## config.mk

```make
export PLATFORM = sky130hd
export DESIGN_NAME = bbpd_vote_detector_flat
export DESIGN_NICKNAME = d
export VERILOG_FILES = /design/src/rtl/bbpd_vote_detector_pkg.sv /design/src/rtl/bbpd_vote_detector_if.sv /design/src/rtl/bbpd_vote_detector_core.sv /design/src/rtl/bbpd_vote_detector.sv /design/src/flat_wrapper.sv
export SDC_FILE = /design/constraint.sdc
export NUM_CORES = 1
export LEC_CHECK = 0
export ABC_AREA = 1
export CAP_MARGIN = 20
export CORE_ASPECT_RATIO = 1.25
export CORE_UTILIZATION = 57
export DETAILED_ROUTE_END_ITERATION = 8
export GPL_TIMING_DRIVEN = 1
export PLACE_DENSITY = 0.88
export SETUP_SLACK_MARGIN = 0.2
export SYNTH_ARGS = -nofsm -noshare
export SYNTH_HDL_FRONTEND = slang
export SYNTH_SLANG_ARGS = --single-unit
```

## constraint.sdc

```tcl
create_clock -name clk -period 2.6 [get_ports clk]
set_input_delay 0.52 -clock clk [delete_from_list [all_inputs] [get_ports clk]]
set_output_delay 0.52 -clock clk [all_outputs]
set_load 0.01 [all_outputs]
```

## src/rtl/bbpd_vote_detector_pkg.sv

```systemverilog
// Shared definitions for the bang-bang phase detector / vote decimator.
// Holds the decision encoding, the FSM state type and the vote_sum width helper.
package bbpd_vote_detector_pkg;

  // Decision encoding on master_out
  localparam logic DEC_UP = 1'b0;  // +1: advance / speed up
  localparam logic DEC_DN = 1'b1;  // -1: retard

  // Single Alexander votes, 2-bit signed
  localparam logic signed [1:0] VOTE_ZERO = 2'sb00;
  localparam logic signed [1:0] VOTE_PLUS = 2'sb01;
  localparam logic signed [1:0] VOTE_MINUS = 2'sb11;

  typedef enum logic {
    PRIME,
    ACCUM
  } state_t;

  // Width of the vote_sum port: clog2(WINDOW)+1
  function automatic int unsigned vote_width(input int unsigned window);
    return $clog2(window) + 1;
  endfunction

endpackage

```

## src/rtl/bbpd_vote_detector_if.sv

```systemverilog
// Sampler-side and decision-side signals of the phase detector.
//   samp_valid/data_samp/edge_samp : sample pair from the recovered-clock samplers
//   hold                           : synchronous flush request
//   master_out/master_valid        : decision strobe towards the loop filter
//   vote_sum                       : signed sum of the last closed window (debug)
//   lock                           : phase error inside deadband
// Modport slave is the detector, modport master is its environment.
interface bbpd_vote_detector_if
  import bbpd_vote_detector_pkg::*;
#(
  parameter int unsigned WINDOW = 8
);

  localparam int unsigned VW = vote_width(WINDOW);

  logic                 samp_valid;
  logic                 data_samp;
  logic                 edge_samp;
  logic                 hold;
  logic                 master_out;
  logic                 master_valid;
  logic signed [VW-1:0] vote_sum;
  logic                 lock;

  modport slave (
    input  samp_valid, data_samp, edge_samp, hold,
    output master_out, master_valid, vote_sum, lock
  );

  modport master (
    output samp_valid, data_samp, edge_samp, hold,
    input  master_out, master_valid, vote_sum, lock
  );

endinterface

```

## src/rtl/bbpd_vote_detector_core.sv

```systemverilog
// bbpd_core: combinational Alexander vote.
//   data_samp : current bit-centre sample
//   edge_samp : boundary sample between data_prev and data_samp
//   data_prev : previous bit-centre sample
//   vote      : signed vote, +1 clock late, -1 clock early, 0 no transition
module bbpd_core
  import bbpd_vote_detector_pkg::*;
(
  input  logic              data_samp,
  input  logic              edge_samp,
  input  logic              data_prev,
  output logic signed [1:0] vote
);

  always_comb begin
    vote = VOTE_ZERO;
    if (data_samp != data_prev) begin
      // With a transition the edge sample equals exactly one of the two bits
      vote = (edge_samp == data_samp) ? VOTE_PLUS : VOTE_MINUS;
    end
  end

endmodule

```

## src/rtl/bbpd_vote_detector.sv

```systemverilog
// Bang-bang phase detector with vote decimation and lock detection.
// Accumulates Alexander votes over WINDOW valid sample pairs and emits one
// signed decision per window when |sum| >= THRESH; counts consecutive
// deadband windows to raise lock.
//   clk  : system clock
//   rstn : asynchronous active-low reset
//   bus  : sampler inputs, hold, decision outputs (see bbpd_vote_detector_if)
module bbpd_vote_detector
  import bbpd_vote_detector_pkg::*;
#(
  parameter int unsigned WINDOW   = 8,
  parameter int unsigned THRESH   = 2,
  parameter int unsigned LOCK_CNT = 4
) (
  input  logic                 clk,
  input  logic                 rstn,
  bbpd_vote_detector_if.slave  bus
);

  localparam int unsigned VW = vote_width(WINDOW);
  localparam int unsigned CW = $clog2(WINDOW);
  // One bit wider than vote_sum: a full window reaches +WINDOW, which the
  // VW-bit port cannot represent, so decisions are taken on the wide sum.
  localparam int unsigned SW = VW + 1;

  localparam logic signed [SW-1:0] THR      = SW'(THRESH);
  localparam logic        [CW-1:0] LAST_IDX = CW'(WINDOW - 1);
  localparam logic        [7:0]    LOCK_MAX = 8'(LOCK_CNT);

  state_t state, state_nxt;

  logic signed [SW-1:0] acc;
  logic        [CW-1:0] win_cnt;
  logic        [7:0]    lock_cnt;
  logic                 data_prev;

  logic                 master_out_q;
  logic                 master_valid_q;
  logic signed [VW-1:0] vote_sum_q;
  logic                 lock_q;

  logic signed [1:0]    vote;
  logic signed [SW-1:0] sum;
  logic                 take;
  logic                 close;
  logic                 emit_up;
  logic                 emit_dn;
  logic        [7:0]    lock_cnt_inc;

  bbpd_core u_core (
    .data_samp (bus.data_samp),
    .edge_samp (bus.edge_samp),
    .data_prev (data_prev),
    .vote      (vote)
  );

  always_comb begin
    take         = bus.samp_valid && !bus.hold;
    sum          = acc + {{(SW-2){vote[1]}}, vote};
    close        = take && (state == ACCUM) && (win_cnt == LAST_IDX);
    emit_up      = (sum >= THR);
    emit_dn      = (sum <= -THR);
    lock_cnt_inc = (lock_cnt == LOCK_MAX) ? LOCK_MAX : lock_cnt + 8'd1;
  end

  always_comb begin
    state_nxt = state;
    if (bus.hold) begin
      state_nxt = PRIME;
    end else if (bus.samp_valid && state == PRIME) begin
      state_nxt = ACCUM;
    end
  end

  always_ff @(posedge clk or negedge rstn) begin
    if (!rstn) begin
      state <= PRIME;
    end else begin
      state <= state_nxt;
    end
  end

  always_ff @(posedge clk or negedge rstn) begin
    if (!rstn) begin
      acc            <= '0;
      win_cnt        <= '0;
      lock_cnt       <= '0;
      data_prev      <= 1'b0;
      master_out_q   <= DEC_UP;
      master_valid_q <= 1'b0;
      vote_sum_q     <= '0;
      lock_q         <= 1'b0;
    end else begin
      master_valid_q <= 1'b0;
      if (take) begin
        data_prev <= bus.data_samp;
      end
      if (bus.hold) begin
        acc      <= '0;
        win_cnt  <= '0;
        lock_cnt <= '0;
        lock_q   <= 1'b0;
      end else if (close) begin
        acc        <= '0;
        win_cnt    <= '0;
        vote_sum_q <= sum[VW-1:0];
        if (emit_up || emit_dn) begin
          master_out_q   <= emit_up ? DEC_UP : DEC_DN;
          master_valid_q <= 1'b1;
          lock_cnt       <= '0;
          lock_q         <= 1'b0;
        end else begin
          lock_cnt <= lock_cnt_inc;
          lock_q   <= (lock_cnt_inc == LOCK_MAX);
        end
      end else if (take && state == ACCUM) begin
        acc     <= sum;
        win_cnt <= win_cnt + CW'(1);
      end
    end
  end

  assign bus.master_out   = master_out_q;
  assign bus.master_valid = master_valid_q;
  assign bus.vote_sum     = vote_sum_q;
  assign bus.lock         = lock_q;

endmodule

```

## src/flat_wrapper.sv

```systemverilog
// flat-port wrapper written by rule: the top's interface ports become plain ports
module bbpd_vote_detector_flat import bbpd_vote_detector_pkg::*;
#(
  parameter int unsigned WINDOW   = 8,
  parameter int unsigned THRESH   = 2,
  parameter int unsigned LOCK_CNT = 4
)
  (clk, rstn, bus_samp_valid, bus_data_samp, bus_edge_samp, bus_hold, bus_master_out, bus_master_valid, bus_vote_sum, bus_lock);
  bbpd_vote_detector_if #(.WINDOW(WINDOW)) bus_i ();
  input  logic clk;
  input  logic rstn;
  input wire logic [$bits(bus_i.samp_valid)-1:0] bus_samp_valid;
  input wire logic [$bits(bus_i.data_samp)-1:0] bus_data_samp;
  input wire logic [$bits(bus_i.edge_samp)-1:0] bus_edge_samp;
  input wire logic [$bits(bus_i.hold)-1:0] bus_hold;
  output wire logic [$bits(bus_i.master_out)-1:0] bus_master_out;
  output wire logic [$bits(bus_i.master_valid)-1:0] bus_master_valid;
  output wire logic [$bits(bus_i.vote_sum)-1:0] bus_vote_sum;
  output wire logic [$bits(bus_i.lock)-1:0] bus_lock;
  assign bus_i.samp_valid = bus_samp_valid;
  assign bus_i.data_samp = bus_data_samp;
  assign bus_i.edge_samp = bus_edge_samp;
  assign bus_i.hold = bus_hold;
  assign bus_master_out = bus_i.master_out;
  assign bus_master_valid = bus_i.master_valid;
  assign bus_vote_sum = bus_i.vote_sum;
  assign bus_lock = bus_i.lock;
  bbpd_vote_detector #(.WINDOW(WINDOW), .THRESH(THRESH), .LOCK_CNT(LOCK_CNT)) u_core (.clk(clk), .rstn(rstn), .bus(bus_i));
endmodule
```

# Word level (Yosys, flattened, before mapping)
# Index checks and enable logic that the tools add are counted.
dict set report totals {
  memories 0
  latch_bits 0
  mem_bits_rw 0
  elab_cells 53
  rom_bits 0
  reg_bits 25
}
dict set report classes {
  eq_ne 5
  n_reduce_logical 11
  order_cmp 2
  n_bitwise 2
  mux 21
  n_shift 0
  div_mod_pow 0
  mul 0
  n_addsub 3
}
# op n
set op_table {}
lappend op_table {{$mux W8} 4}
lappend op_table {{$eq A8 B3 Y1 const B} 2}
lappend op_table {{$mux W5} 3}
lappend op_table {{$mux W1} 9}
lappend op_table {{$mux W3} 3}
lappend op_table {{$add A8 B1 Y8 const B} 1}
lappend op_table {{$add A5 B5 Y5} 1}
lappend op_table {{$ge A5 B3 Y1 const B} 1}
lappend op_table {{$le A5 B2 Y1 const B} 1}
lappend op_table {{$logic_and A1 B1 Y1} 4}
lappend op_table {{$mux W2} 2}
lappend op_table {{$reduce_bool A2 Y1} 2}
lappend op_table {{$add A3 B1 Y3 const B} 1}
lappend op_table {{$eq A3 B3 Y1 const B} 1}
lappend op_table {{$reduce_and A3 Y1} 1}
lappend op_table {{$reduce_bool A3 Y1} 1}
lappend op_table {{$not A1 Y1} 2}
lappend op_table {{$reduce_and A2 Y1} 1}
lappend op_table {{$eq A1 B1 Y1} 1}
lappend op_table {{$logic_not A1 Y1} 1}
lappend op_table {{$logic_or A1 B1 Y1} 1}
lappend op_table {{$ne A1 B1 Y1} 1}

# Depth between registers and ports, before layout
dict set report depth {
  depth_word 9
  ltp_mapped 19
  mapped_depth_nobuf 19
}

# Modules after synthesis
# A second synthesis with hierarchy kept.
dict set report hier_totals {
  cells_unflattened 180
  area_unflattened_um2 1481.4
}
# module seq_area_each_um2 cells_each n_inst area_each_um2
set by_module_without_submodules {}
lappend by_module_without_submodules {bbpd_vote_detector 625.6 173 1 1447.6}
lappend by_module_without_submodules {bbpd_core 0.0 7 1 33.8}

# Worst setup path after synthesis
# OpenSTA, ideal clock, no wires.
dict set report synth_path {
  path_kind {input to register}
  startpoint {in bus_data_samp}
  endpoint {reg u_core.master_out_q, in the netlist u_core.bus.master_out}
  arrival_ps 1896
  stages 18
  t_required_ps 2483
  path_buffers 1
  path_slack_ps 588
  path_cell_list {inv_2 -> nand2_2 -> nand2_4 -> nand3_2 -> nand2_2 -> inv_2 -> ha_1 -> inv_1 -> nand2_1 -> nand2_1 -> nand2_1 -> nor2_1 -> nand3_1 -> nand2_1 -> nand2_2 -> buf_6 -> nand3_2 -> nand2_1}
}
dict set report synth_via {
  elab_chain_cells 7
}
# element line_no
set synth_lines {}
lappend synth_lines {{from (decl)} flat_wrapper.sv:13} ;# input wire logic [$bits(bus_i.data_samp)-1:0] bus_data_samp;
lappend synth_lines {{$eq A1 B1 Y1} bbpd_vote_detector_core.sv:19} ;# vote = (edge_samp == data_samp) ? VOTE_PLUS : VOTE_MINUS;
lappend synth_lines {{$mux W2} bbpd_vote_detector_core.sv:19}
lappend synth_lines {{$mux W2 (*)} bbpd_vote_detector_core.sv:17} ;# if (data_samp != data_prev) begin
lappend synth_lines {{$add A5 B5 Y5 (*)} bbpd_vote_detector.sv:59} ;# sum = acc + {{(SW-2){vote[1]}}, vote};
lappend synth_lines {{$ge A5 B3 Y1 / $le A5 B2 Y1 (equally long branches)} {bbpd_vote_detector.sv:61, bbpd_vote_detector.sv:62}}
lappend synth_lines {{$logic_or A1 B1 Y1} bbpd_vote_detector.sv:107} ;# if (emit_up || emit_dn) begin
lappend synth_lines {{$reduce_and A3 Y1 (no line)} n/a}
lappend synth_lines {{to (signal assigned)} bbpd_vote_detector.sv:108} ;# master_out_q <= emit_up ? DEC_UP : DEC_DN;
lappend synth_lines {{to (decl)} bbpd_vote_detector.sv:37} ;# logic master_out_q;
# Mark *: on every way between the ends. The rest lies on a longest branch, timed or not.
# A chain may end at the register's enable or synchronous reset.

# Worst setup path after layout
dict set report layout_path {
  startpoint {reg u_core.data_prev}
  endpoint {reg u_core.lock_cnt[2]}
}
dict set report layout_via {
  elab_chain_cells 8
}
# element line_no
set layout_lines {}
lappend layout_lines {{from (decl)} bbpd_vote_detector.sv:35} ;# logic data_prev;
lappend layout_lines {{from (signal assigned)} bbpd_vote_detector.sv:96} ;# data_prev <= bus.data_samp;
lappend layout_lines {{$ne A1 B1 Y1 (*)} bbpd_vote_detector_core.sv:17}
lappend layout_lines {{$mux W2 (*)} bbpd_vote_detector_core.sv:17}
lappend layout_lines {{$add A5 B5 Y5 (*)} bbpd_vote_detector.sv:59}
lappend layout_lines {{$ge A5 B3 Y1 / $le A5 B2 Y1 (equally long branches)} {bbpd_vote_detector.sv:61, bbpd_vote_detector.sv:62}}
lappend layout_lines {{$logic_or A1 B1 Y1 (*)} bbpd_vote_detector.sv:107}
lappend layout_lines {{$mux W8 (*)} bbpd_vote_detector.sv:107}
lappend layout_lines {{$mux W8 (*)} bbpd_vote_detector.sv:103} ;# end else if (close) begin
lappend layout_lines {{$mux W8 (*)} bbpd_vote_detector.sv:98} ;# if (bus.hold) begin
lappend layout_lines {{to (signal assigned)} bbpd_vote_detector.sv:113} ;# lock_cnt <= lock_cnt_inc;
lappend layout_lines {{to (decl)} bbpd_vote_detector.sv:34} ;# logic [7:0] lock_cnt;
# Mark *: on every way between the ends. The rest lies on a longest branch, timed or not. The select of a mux whose other input is x is not followed.

==> metrics.md <==
| Metric | Value |
|---|---|
| Cell count along the critical path | `17` |
| Core area | `roughly 2500 um^2` |
| Worst path bufs/invs | `4` |
| GRT Total Usage | `between 20% and 30%` |
| CTS tree | `done` |
| Most frequent cells after synthesis | `nand2_1 (39), inv_1 (31), dfrtp_1 (25), nand3_1 (18), o21ai_0 (16)` |
| Worst endpoint required time | `between 2000 and 3000 ps` |
| Syn_area_per_cell | `about 7.9 um^2` |
| Async SR Flop Fraction | `100.0%` |
| CTS buffer count | `3` |
| Fin Clk Skew | `8.520 ps` |
| Worst reg2reg path depth | `17` |
| CP max stage delay | `approximately 420 ps` |
| Worst-path cell chain | `inv_2, nand2_2, nand2_4, nand3_2, nand2_2, inv_2, ha_1, inv_1, nand2_1, nand2_1, nand2_1, nor2_1, nand3_1, nand2_2, nand2_4, buf_4, o21ai_2` |
| Global-route met3 utilization | `2.799%` |
| Crit path kind | `reg2reg` |
| Cell family with the largest share of critical-path delay | `simple AND/OR/NAND/NOR gates` |
| Cell Pwr Density | `~430 nW/um^2` |
| Worst slew margin | `68.19%` |
| Netlist cell types | `25` |
| Yosys reg bits | `25` |
| Fraction of layout cells with a size suffix above 1 | `between 10% and 20%` |
| Critical Path Start Type | `register` |
| Die Area | `a little under 3000 um^2` |
| Leak | `0.9015 nW` |
| Layout area overhead | `17.07%` |
| Root Driver | `clkbuf_4` |
| Final period utilization | `between 70 and 80%` |
| Crit-path max FO | `6` |
| Max-cap viol count | `0` |
| Pin count of the biggest net entering global routing | `26` |
| DRC viols | `0` |
| Number of synthesized flops with an enable pin | `0` |
| Count leader, synth | `nand2_1` |
| Router iterations before antenna repair | `4` |
| Final Setup Violations | `0` |
| Vias in the first global route | `1342` |
| Register area share after synthesis | `40.45%` |
| Dpl hpwl | `~2.5 mm` |
| Post-DP Area | `about 1800 um^2` |
| Launch point of the worst path | `u_core.data_prev$_DFFE_PN0P_` |
| Crit path to | `u_core.lock_cnt[2]$_DFFE_PN0P_` |
| Routability Congestion | `between 0.9 and 1` |
| CTS max path bufs | `2` |
| Final Cell Area | `approximately 1800 um^2` |
| Most used routing layer | `met2` |
| ANT nets after route | `0` |
| R2R setup slack | `~580 ps` |
| Vias/cell | `roughly 5.5` |
| Clock Latency Late Sink | `320 ps` |
| Critical Path AT | `roughly 2300 ps` |
| Met1 Use GR | `27.23%` |
| Worst reg2reg endpoint | `u_core.lock_cnt[2]$_DFFE_PN0P_` |
| R2r startpoint | `u_core.data_prev$_DFFE_PN0P_` |
| Syn Nets | `207` |
| Vias post-DR | `about 1400` |
| First-pass GRT wire length | `~5.7 mm` |
| # IOs | `13` |
| Worst-path clk slew | `~130 ps` |
| Synth top area share | `~40%` |
| Grt ovf | `0` |
| Final-report hold violation count | `0` |
| Worst setup margin | `a little under 600 ps` |
| Status | `complete, no violations` |
| Die height | `about 60 um` |
| # nets final | `approximately 230` |
| Die W | `~49 um` |
| Number of DRC markers in iteration 0 | `73` |
| RSZ-0062 raised after global routing | `false` |
| Hold Path Class | `reg2reg` |
| Initial antenna violation count | `0` |
| Slowest CP cell | `dfrtp_1` |
| Synth Flop Type | `dfrtp_1` |
| M2 GR Usage | `50.50%` |
| CTS H-tree lvls | `1` |
| Mapped Area | `between 1500 and 2000 um^2` |
| Least-Margin Pin Slew | `approximately 470 ps` |
| Starting Density | `between 60% and 70%` |
| Hold Buf Count CTS | `0` |
| Diodes inserted | `0` |
| Ys Warns | `0` |
| Post-route minimum period | `roughly 2000 ps` |
| Buffers on Ports | `12` |
| Post-Route WL | `around 3.4 mm` |
| Max frequency | `between 400 and 500 MHz` |
| Largest cells by area after synthesis | `dfrtp_1 (40%), nand2_1 (9.5%), inv_1 (7.5%)` |
| Synth area leader | `dfrtp_1` |
| Clk sinks | `25` |
| Max Slew Vio Count | `0` |
| Max IR drop VDD | `0.2824 mV` |
| WL/cell | `roughly 13 um` |
| Synth Instances | `195` |
| Cell row count | `20` |
| Place WS | `-106.2 ps` |
| CP Capture Type | `register` |
metal layers:
metal / vias to the layer above / part of all wire, %
li1: 679 / -
met3: 15 / 3.5
met1: 656 / 39
met5: - / 0
met4: 0 / 3.7
met2: 43 / 54
worst min path at each step:
| stage | startpoint | endpoint | cells after the start |
|---|---|---|---|
| global placement | u_core.bus.master_out$_DFFE_PN0P_ | u_core.bus.master_out$_DFFE_PN0P_ | 2 |
| detailed placement | u_core.bus.master_out$_DFFE_PN0P_ | u_core.bus.master_out$_DFFE_PN0P_ | 2 |
| CTS | u_core.bus.master_out$_DFFE_PN0P_ | u_core.bus.master_out$_DFFE_PN0P_ | 2 |
| finish | u_core.bus.master_out$_DFFE_PN0P_ | u_core.bus.master_out$_DFFE_PN0P_ | 2 |
| global route | u_core.bus.lock$_DFFE_PN0P_ | u_core.bus.lock$_DFFE_PN0P_ | 2 |
| floorplan | rstn | u_core.acc[0]$_DFFE_PN0P_ | 0 |
report_power, final:
| group | switching, W | internal (W) | total [W] |
|---|---|---|---|
| sequential | 0.00000730 | 0.000398 | 0.000405 |
| clock | 0.000113 | 0.0000576 | 0.000170 |
| combinational | 0.000124 | 0.0000762 | 0.000200 |
| total | 0.000244 | 0.000531 | 0.000775 |
flip-flops by register name (all words and copies together) (netlist names):
name and cells:
u_core.acc 5, u_core.bus.lock 1, u_core.bus.master_out 1, u_core.bus.master_valid 1, u_core.bus.vote_sum 4, u_core.data_prev 1
u_core.lock_cnt 8, u_core.state 1, u_core.win_cnt 3
layout make-up:
class,instances,area (um^2)
timing repair buffer,22,200.2
sequential,25,625.6
clock buffer,3,22.52
multi-input combinational,135,788.3
fill,203,691.9
tap,33,41.29
clock inverter,1,5.005
inverter,34,127.6
tightest hold or removal path, stage by stage (launching register included):
cell	delay (ps)
dfrtp_1	380
nand2_1	60
nand2_1	50
cells in the final DEF (no fill, tap or decap):
master	n
a21oi_1	3
buf_4	10
clkbuf_4	3
clkdlybuf4s50_1	10
clkinv_2	1
dfrtp_1	25
dlymetal6s2s_1	2
ha_1	6
inv_1	31
inv_2	3
nand2_1	38
nand2_2	11
nand2_4	3
nand2_8	1
nand3_1	18
nand3_2	4
nand4_1	2
nor2_1	14
nor3_1	1
o21ai_0	16
o21ai_2	2
o21bai_1	1
o22ai_1	10
or2_1	1
or2_2	1
xor2_1	1
xor2_2	1
xor2_4	1
per-stage QoR:
step | instances | util, % | hold slack, ps | setup TNS (ps) | total power [W]
after floorplan | 195 | - | 224.4 | 0 | 0.0005429
after global placement | 247 | 70.20 | 457.2 | 0 | 0.0005829
after detailed placement | 247 | 70.20 | 483.1 | -233.6 | 0.0005902
after CTS | 251 | 71.30 | 514.2 | 0 | 0.0007623
after global routing | 253 | 72.35 | 545.0 | 0 | 0.0008184
final | 253 | 72.35 | 509.5 | 0 | 0.0007755
logic make-up after synthesis:
| kind of cell | synth area share (%) |
|---|---|
| xor+xnor | 3.399 |
| buf+inv | 9.466 |
| simple gates | 30.02 |
| flops | 40.45 |
| compound gates | 11.81 |
| fa+ha+maj | 4.854 |
repair_timing:
item,in CTS,in global routing
buffers inserted,0,1
resized for setup,0,4
setup endpoints to repair,0,11
Note: power is estimated with default switching activity, not from simulation.
